===== src/rtl/inst_fetch_unit.sv =====
// Instruction-fetch stage: owns the PC, addresses the combinational instruction memory and
// registers the returned word into IF/ID with PC+4, a valid bit and a saturating fetch count.
module inst_fetch_unit #(
   parameter logic [31:0] RESET_PC = 32'h0000_0000,
   parameter int unsigned CNT_W    = 16
) (
   input  logic             clk,
   input  logic             rst,
   input  logic             Freeze,
   input  logic             BranchTaken,
   input  logic [31:0]      BranchAddr,
   output logic [31:0]      InstAddr,
   input  logic [31:0]      InstIn,
   output logic [31:0]      PcOut,
   output logic [31:0]      InstOut,
   output logic             ValidOut,
   output logic [CNT_W-1:0] FetchCount
);

   localparam logic [31:0] RESET_PC_ALIGNED = RESET_PC & ~32'h3;

   logic [31:0] pc;
   logic [31:0] pc_inc;

   // PC only ever takes aligned values, so PC+4 wraps 0xFFFF_FFFC -> 0 and stays aligned.
   assign pc_inc   = pc + 32'd4;
   assign InstAddr = pc;

   always_ff @(posedge clk) begin
      if (rst) begin
         pc         <= RESET_PC_ALIGNED;
         PcOut      <= '0;
         InstOut    <= '0;
         ValidOut   <= 1'b0;
         FetchCount <= '0;
      end else if (BranchTaken) begin
         // Redirect overrides a concurrent freeze; the wrong-path word becomes a bubble.
         pc       <= BranchAddr & ~32'h3;
         PcOut    <= '0;
         InstOut  <= '0;
         ValidOut <= 1'b0;
      end else if (!Freeze) begin
         pc       <= pc_inc;
         PcOut    <= pc_inc;
         InstOut  <= InstIn;
         ValidOut <= 1'b1;
         if (FetchCount != '1)
            FetchCount <= FetchCount + CNT_W'(1);
      end
   end

endmodule


===== config.mk =====
export PLATFORM = sky130hd
export DESIGN_NAME = inst_fetch_unit
export DESIGN_NICKNAME = d
export VERILOG_FILES = /design/src/rtl/inst_fetch_unit.sv
export SDC_FILE = /design/constraint.sdc
export NUM_CORES = 1
export LEC_CHECK = 0
export BUFFER_PORTS_ARGS = -buffer_cell sky130_fd_sc_hd__buf_2
export CORE_MARGIN = 2
export CORE_UTILIZATION = 35
export DETAILED_ROUTE_END_ITERATION = 6
export PLACE_DENSITY = 0.7
export SLEW_MARGIN = 30
export SYNTH_ARGS = -nofsm -noshare
export SYNTH_HDL_FRONTEND = slang
export SYNTH_SLANG_ARGS = --single-unit

===== constraint.sdc =====
create_clock -name clk -period 6.3 [get_ports clk]
set_input_delay 1.26 -clock clk [delete_from_list [all_inputs] [get_ports clk]]
set_output_delay 1.26 -clock clk [all_outputs]
set_load 0.01 [all_outputs]

# ---- Word level (Yosys, flattened, before mapping)
# Cells that the tools add are included.
dict set report totals {
  elab_cells 16
  regBits 113
  input_bits 68
  out_inout_bits 113
}
dict set report op_classes {
  muxes 2
  eq_ne 2
  addsub 2
  n_bitwise 2
  n_reduce_logical 2
}
# operator n
set op_table {}
lappend op_table {{32-bit 2-to-1 mux} 2}
lappend op_table {{32-bit by 3-bit adder with 32-bit output, second input constant} 1}
lappend op_table {{16-bit by 1-bit adder with 16-bit output, second input constant} 1}
lappend op_table {{16-bit != test, second input constant} 1}
lappend op_table {{3-bit AND reduction} 1}
lappend op_table {{2-bit by 1-bit != test with 1-bit output, second input constant} 1}
lappend op_table {{1-bit NOT} 2}
lappend op_table {{2-bit OR reduction} 1}

# ---- Longest topological paths before layout
# Gate-level depths: netlist of the first run.
dict set report depth {
  word_depth 3
  depth_mapped 8
  mapped_depth_nobuf 6
}

# ---- Worst setup path before layout of the first run
# OpenSTA, ideal clock, no wires.
dict set report synth_timing {
  path_type {input port to flip-flop}
  from {input port Freeze}
  to {register pc[20], in the netlist InstAddr[20]}
  required_time_ps 6168
  cell_stages 6
  arrival_ps 2536
  setup_time_ps 132
  slack_ps 3632
  n_path_buf 1
  path_cell_list {nand2b_1 -> nor4_1 -> clkbuf_1 -> nand2_1 -> a221oi_1 -> nor3_1}
}
dict set report synth_via {
  elab_chain_len 1
}
# element line_no
set synth_rtl {}
lappend synth_rtl {{start, declared} 9} ;# input logic Freeze,
lappend synth_rtl {{2-bit by 1-bit != test with 1-bit output (no line)} -}
lappend synth_rtl {{end signal, assigned} 38} ;# pc <= BranchAddr & ~32'h3;
lappend synth_rtl {{end signal, assigned} 43} ;# pc <= pc_inc;
lappend synth_rtl {{end, declared} 22} ;# logic [31:0] pc;
# No other way between the ends.
# A chain may end at the register's enable or synchronous reset.

# ---- Worst setup path in the final report of the first run
dict set report layout_timing {
  from {input port Freeze}
  to {register pc[18], in the netlist InstAddr[18]}
}
# Same word-level chain as after synthesis.

==> reports/summary.md, run 1 <==
The run finished with clean final reports. The number of H-tree branching levels was 3. In the post-synthesis netlist, the biggest area contributors are dfxtp_1, mux2i_1, nor2_1, xnor2_1, xor2_1. Yosys mapped the design onto 52 distinct sky130hd cell types. The worst slew slack as a fraction of its limit came out at 54.2%. The sort of element at the start of the critical path is an input port. The final RePlAce weighted congestion was 0.833. At the pin with the least slew margin, the transition time is 686 ps.

The logs give 0 for the number of gates given a new drive strength after cts and 0 for the number of DRC violations after detailed routing. The clock arrives with 9.37 ps of skew. After detailed routing, the wire length on met1 is 6.60 mm. The number of antenna violations at the first check in global routing was 0; the ratio of final minimum period to clock period was 45.9%. The overall die height works out to 128 um. The detailed router placed 4765 vias in this run. Type of destination of the critical path: a flop. Data on the critical path is required at its endpoint by 6530 ps. Compared with the post-synthesis result, the final layout area differs by 21.1%.

The number of hold-repair buffers added at the cts stage is 0. Buffer type at the clock tree root: clkbuf_16. For this design, the slowest cell found on the critical path is nor4_4. Category of the critical setup timing path: input port to flop.

The clock-pin slew of the registers on the worst-case setup and hold paths was 70 ps. Main flop type after synthesis: dfxtp_1. The proportion of layout cells with a drive suffix above 1 works out to 27.6%. For this run, asynchronously set or reset flops after synthesis account for 0%. The netlist area before placement is 5360 sq um, and the mean instance size in the synthesized netlist is 8.74 sq um. The area share of the largest cell type after synthesis was 40.7%; the final critical delay including setup and external delays was 2890 ps.

The number of diodes is 0, and the worst-skew pair later-pin latency is 350 ps. Using the TritonRoute via totals, the vias-per-cell ratio works out to 5.06. The highest layer touched by signal routing is met4. Across the run, the number of max-cap violations was 0. The run gives 109 as the sink count of the clock tree.

The die is 128 um wide. After synthesis the netlist holds a flip-flop and latch count of 109. For the detailed placement HPWL, the log shows 10.4 mm. Worst hold-check path type: flop to flop. Dividing the detail-routed wire length by the instance count gives 15.7 um. For the clock buffer count from CTS, the log shows 9. The power density relative to cell area works out to 233 nW/um^2. In this run the standard cell core region covers 15100 sq um.

The fmax is 0.346 GHz, and the largest vdd supply drop is 0.168 mV. The run gives 16300 sq um as the die area. During synthesis, Yosys emitted a total of 0 warnings. The detail route stage leaves a number of antenna-violating nets equal to 0. The first global-routing pass estimated 23.5 mm of wire. For the leakage dissipation, the log shows 0.00285 uW. The largest area contributor in the netlist is dfxtp_1. In this run, synthesis inferred 0 flip-flops with an integrated enable. The detailed-routed wire length on met3 came out at 754 um. The critical path goes through buf_4 > nand2b_1 > nor4_4 > a311oi_1 > a2111oi_0.

The tools report the starting DRC count in detailed routing as 223. The library cells used most frequently in the layout, excluding fill and tap cells, are buf_2, dfxtp_1, nor2_1. After floorplanning, the core was divided into 45 placement rows. After detailed routing, the met2 layer carries 7.08 mm of wire. The post-route setup TNS was 0 ps. Synthesized netlist cell count: 613.

For this run, the detailed router's first-pass iteration total came to 5. Global routing finished with a remaining overflow of 0. STA puts the critical path data arrival time at 3120 ps.

In this run the count of I/O pins placed on the die edge is 181. For the final number of hold-violating endpoints, the log shows 0. Leaving out fill and tap cells, the most frequent cell in the layout is buf_2. The clock passes through at most 2 buffers. TritonCTS built the clock tree.

The logs give 18.1% for the total global-route track usage and 820 for the final-stage net count. Setup repair after global routing left no endpoint under its margin. The largest fanout of any net on the critical path was 61.

The fraction of the yosys area taken by sequential cells came out at 40.7%. For this block, the routed nets add up to 14.8 mm of wire. The post-CTS repair timing setup buffer count is 0. Maximum cell stage delay along the critical path: 680 ps.

The tools report the final number of max-transition violations as 0. The number of global-route vias before repair is 4490, and the maximum number of pins on one net before global-route repair is 62. Once layout is complete, the utilization of the core stands at 43.0%.

Setup violations remaining at the end of the flow were counted as 0. The count of buffers added on input and output ports is 174. Initial core utilization: 35.5%.
-- path summary, 6_finish.rpt --
check	start	to	slack [ps]	depth (start not counted)
setup / recovery	Freeze	InstAddr[18]	3410	5
hold / removal	ValidOut	ValidOut	450	2
setup reg to reg	InstAddr[3]	PcOut[26]	3640	6
hold reg to reg	ValidOut	ValidOut	450	2
-- worst max-delay path, delay by kind of cell --
kind / cells / cell delay [ps]
compound gates: 2 / 530
simple gates: 2 / 1020
buf+inv: 1 / 300
-- area by class of cell --
cell class	count	area [sq um]
clock buffer	11	253
multi-input combinational	433	2790
clock inverter	4	55.1
inverter	19	71.3
sequential	109	2180
timing repair buffer	178	903
fill	1576	8600
tap	188	235
-- cells in the mapped netlist (2+ instances only) --
| cell | n |
|---|---|
| a2111oi_0 | 5 |
| a211oi_1 | 16 |
| a21oi_1 | 29 |
| a221oi_1 | 5 |
| a311oi_1 | 5 |
| a31oi_1 | 2 |
| and2_1 | 2 |
| and3_1 | 4 |
| and4_1 | 7 |
| and4b_1 | 2 |
| buf_1 | 4 |
| buf_2 | 3 |
| buf_4 | 8 |
| buf_6 | 2 |
| clkbuf_1 | 27 |
| clkbuf_8 | 11 |
| dfxtp_1 | 109 |
| ha_1 | 2 |
| inv_1 | 19 |
| mux2i_1 | 41 |
| nand2_1 | 35 |
| nand2b_1 | 3 |
| nand3_1 | 11 |
| nand4_1 | 17 |
| nor2_1 | 100 |
| nor2b_1 | 6 |
| nor3_1 | 22 |
| nor3b_1 | 4 |
| nor4_1 | 13 |
| nor4_4 | 2 |
| nor4bb_1 | 2 |
| o21a_1 | 8 |
| o21ai_0 | 14 |
| or2_2 | 3 |
| or3_1 | 7 |
| or3_2 | 2 |
| xnor2_1 | 24 |
| xor2_1 | 23 |
-- routing by layer --
| metal | up-vias | GRT usage (%) |
|---|---|---|
| li1 | 2410 | - |
| met1 | 2205 | 22.4 |
| met2 | 125 | 30.4 |
| met4 | 0 | 7.05 |
| met3 | 25 | 4.51 |
| met5 | - | 0 |
-- state kept, by name (all words and copies together) (netlist names) --
register    cells
InstOut        32
InstAddr       30
PcOut          30
FetchCount     16
ValidOut        1
-- metrics by stage --
step | area [sq um] | setup WS [ps] | cells | total power, uW | hold slack, ps
after detailed placement | 6170 | 3000 | 927 | 933 | 440
final | 6480 | 3410 | 942 | 1510 | 448
after floorplan | 5370 | 3630 | 616 | 871 | 474
after global routing | 6480 | 3220 | 942 | 1580 | 485
after CTS | 6480 | 3370 | 942 | 1530 | 451
after global placement | 6150 | 2760 | 927 | 930 | 435
-- cells by family (layout without fill, tap and decap cells) --
group	Yosys count	in the layout	share of synthesized area, %
adders and majority gates	2	2	0.467
DFF	109	109	40.7
muxes	41	41	7.66
other	1	4	0.0700
xor gates and xnor gates	47	47	7.69
and+or+nand+nor	250	250	24.4
buffers and inverters	74	212	8.15
AOI/OAI and AO/OA	89	89	10.8
-- report_power, final --
group / internal (uW) / switching, uW / total (uW)
Clock: 331 / 263 / 594
Combinational: 72.6 / 90.7 / 163
Sequential: 715 / 37.1 / 752
Power figures use the tool's default switching activity.
==> run 2, diff against run 1 <==
Clock period 6.3 ns to 2.68 ns, I/O delays scaled along.
==> reports/summary.md, run 2 (synthesis gave the netlist of run 1 again) <==
The share of total power dissipated in combinational logic is 12.3%. For the worst setup path, the data arrival time is 2580 ps. The count of input and output buffers was 174; the die area was 16300 sq um. In the routed layout, each cell is associated on average with a via count of 4.99. Summed over all failing endpoints, the final setup total negative slack is 0 ps. The transition time of the tightest slew-check pin works out to 548 ps. Once the clock tree was built, the resizer swapped 0 gates to a different size. By startpoint and endpoint, the worst setup path is classified as flop to flop.

The final cell count without fillers is 963. The floorplan has 45 rows. Setup repair after global routing left no endpoint under its margin. For the minimum setup slack among reg-to-reg paths, the log shows 360 ps. Leaving out fill and tap cells, the most frequent cells in the layout are buf_2, dfxtp_1, nor2_1. Clock skew on the completed layout was measured at 8.91 ps. Clock-pin slew was measured on the worst setup and hold paths at 80 ps. The tools report the number of H-tree branching levels as 3. The final critical path takes up 86.5% of the cycle. Total power for the finished layout comes to 3470 uW.

The library cell used most frequently in the layout, excluding fill and tap cells, is buf_2. The number of global-route vias before repair was 4424; the power density relative to cell area was 526 nW/um^2. The total overflow left after global routing is 0. The tools report the required time at the worst-slack endpoint as 2940 ps.

For this run, the top clock speed supported by timing is 0.431 GHz. For the internal cell power, the log shows 2560 uW. The number of iterations in the first detailed-routing pass came out at 4. Final number of hold-violating endpoints: 0.

Routability-driven placement finished with a final weighted congestion of 0.865. Hold path startpoint: BranchAddr[8]. The clock reaches the later pin of the worst-skew pair after 350 ps. TritonCTS built the clock tree. The min-delay analysis places its worst path in the category input port to flop. Reg-to-reg critical path startpoint: InstAddr[8]. The growth of design area from synthesis to finish was 23.4%; the reported net switching power was 916 uW.

In this run the count of I/O pins placed on the die edge is 181. The floorplan step set the die width to 128 um. The switching portion of total power was 26.4%. For this run, the share of the core covered by cells in the final layout is 43.8%. The final critical delay including setup and external delays came out at 2320 ps.

The run gives 0 as the count of final setup violators. The final number of max-transition violations was 0; the post-detailed-route count of antenna-violating nets was 0. Number of cells traversed by the worst register-to-register path: 6.

The detailed placement HPWL is 10.6 mm, and the first-pass GRT wire length is 23.3 mm. Number of hold-repair buffers added at the cts stage: 0. The logs give 1 for the number of antenna violations at the first check in global routing and 4806 for the total number of vias. The overall die height came out at 128 um. Measured against its own limit, the worst slew margin works out to 63.5%.

In the routed design, unresolved DRC markers number 0. The register with the most flip-flops in the layout has 32 of them. Dividing the detail-routed wire length by the instance count gives 15.1 um. Global routing used 17.8% of the available tracks.

Sequential cells account for 50.3% of the total power. In this run, placement finished with an instance count of 946. In this run the static leakage power is 0.00291 uW. The largest fanout of any net on the critical path works out to 12. In the final layout, the share of cells above drive strength 1 is 29.2%. The flow ran to the end, and the final reports show no timing, DRC or antenna violations.

The critical register-to-register path endpoint was InstAddr[23]. Final-stage net count: 839. STA classifies the critical path endpoint as a flop. The starting DRC count in detailed routing is 255, and the core region area is 15100 sq um.

The run gives 0.298 mV as the largest vdd supply drop. Entering global routing, the biggest net connects 100 pins. The routed design has 14.6 mm of wire.

In this run the deepest clock path goes through 2 buffers. The post-CTS repair timing setup buffer count is 0, and the initial core utilization is 35.5%. Clock tree synthesis selected as its root buffer the cell clkbuf_16.

The clock net in this run drives a total of 109 sinks. The worst hold path terminates at InstAddr[8]. Hold-critical path depth: 3. The clock network is responsible for 37.4% of the overall power.

The run gives 9 as the clock buffer count from CTS. The register with the most flip-flops was InstOut. The worst setup path is launched from a flop. The tool flagged a number of max-cap violations equal to 0.
## run 2: worst max-delay path, stage by stage (launching register included)
cell and delay, ps:
dfxtp_1 460, nand3_4 150, or4_1 770, buf_4 260, nor4_4 260, xnor2_1 90
a211oi_1 230
## run 2: routing by layer
layer | track usage (%) | routed length [um] | vias to the layer above
met5 | 0 | 0 | -
met4 | 4.33 | 126 | 0
met3 | 4.38 | 876 | 9
met2 | 29.9 | 7100 | 135
met1 | 23.0 | 6460 | 2214
li1 | - | - | 2448
## run 2: final cells by class
cell class | instances | area, sq um
inverter | 19 | 71.3
multi-input combinational | 433 | 2760
antenna | 1 | 2.50
clock inverter | 4 | 30.0
clock buffer | 12 | 256
sequential | 109 | 2180
tap | 188 | 235
timing repair buffer | 197 | 1070
fill | 1523 | 8480
## run 2: power by group through the flow
stage,clock [uW],combinational (uW),sequential [uW]
3_3_place_gp,0,428,1780
3_5_place_dp,0,430,1780
6_report,1300,428,1750
5_1_grt,1410,473,1760
2_1_floorplan,0,251,1800
4_1_cts,1340,432,1750
## run 2: per-stage QoR
| stage | worst slack (ps) | hold slack (ps) | area (sq um) |
|---|---|---|---|
| finish | 361 | 410 | 6610 |
| floorplan | 425 | 474 | 5370 |
| detailed placement | 392 | 439 | 6320 |
| global route | 211 | 397 | 6610 |
| global placement | 440 | 434 | 6320 |
| CTS | 367 | 399 | 6610 |
## run 2: worst max path at each step
stage,startpoint,endpoint,slack [ps],cells past startpoint
after global placement,InstAddr[8],InstAddr[29],440,6
after global routing,InstAddr[8],InstAddr[27],210,5
after CTS,InstAddr[8],InstAddr[25],370,6
after floorplan,InstAddr[2],PcOut[26],420,6
final,InstAddr[8],InstAddr[23],360,6
after detailed placement,InstAddr[8],InstAddr[25],390,6
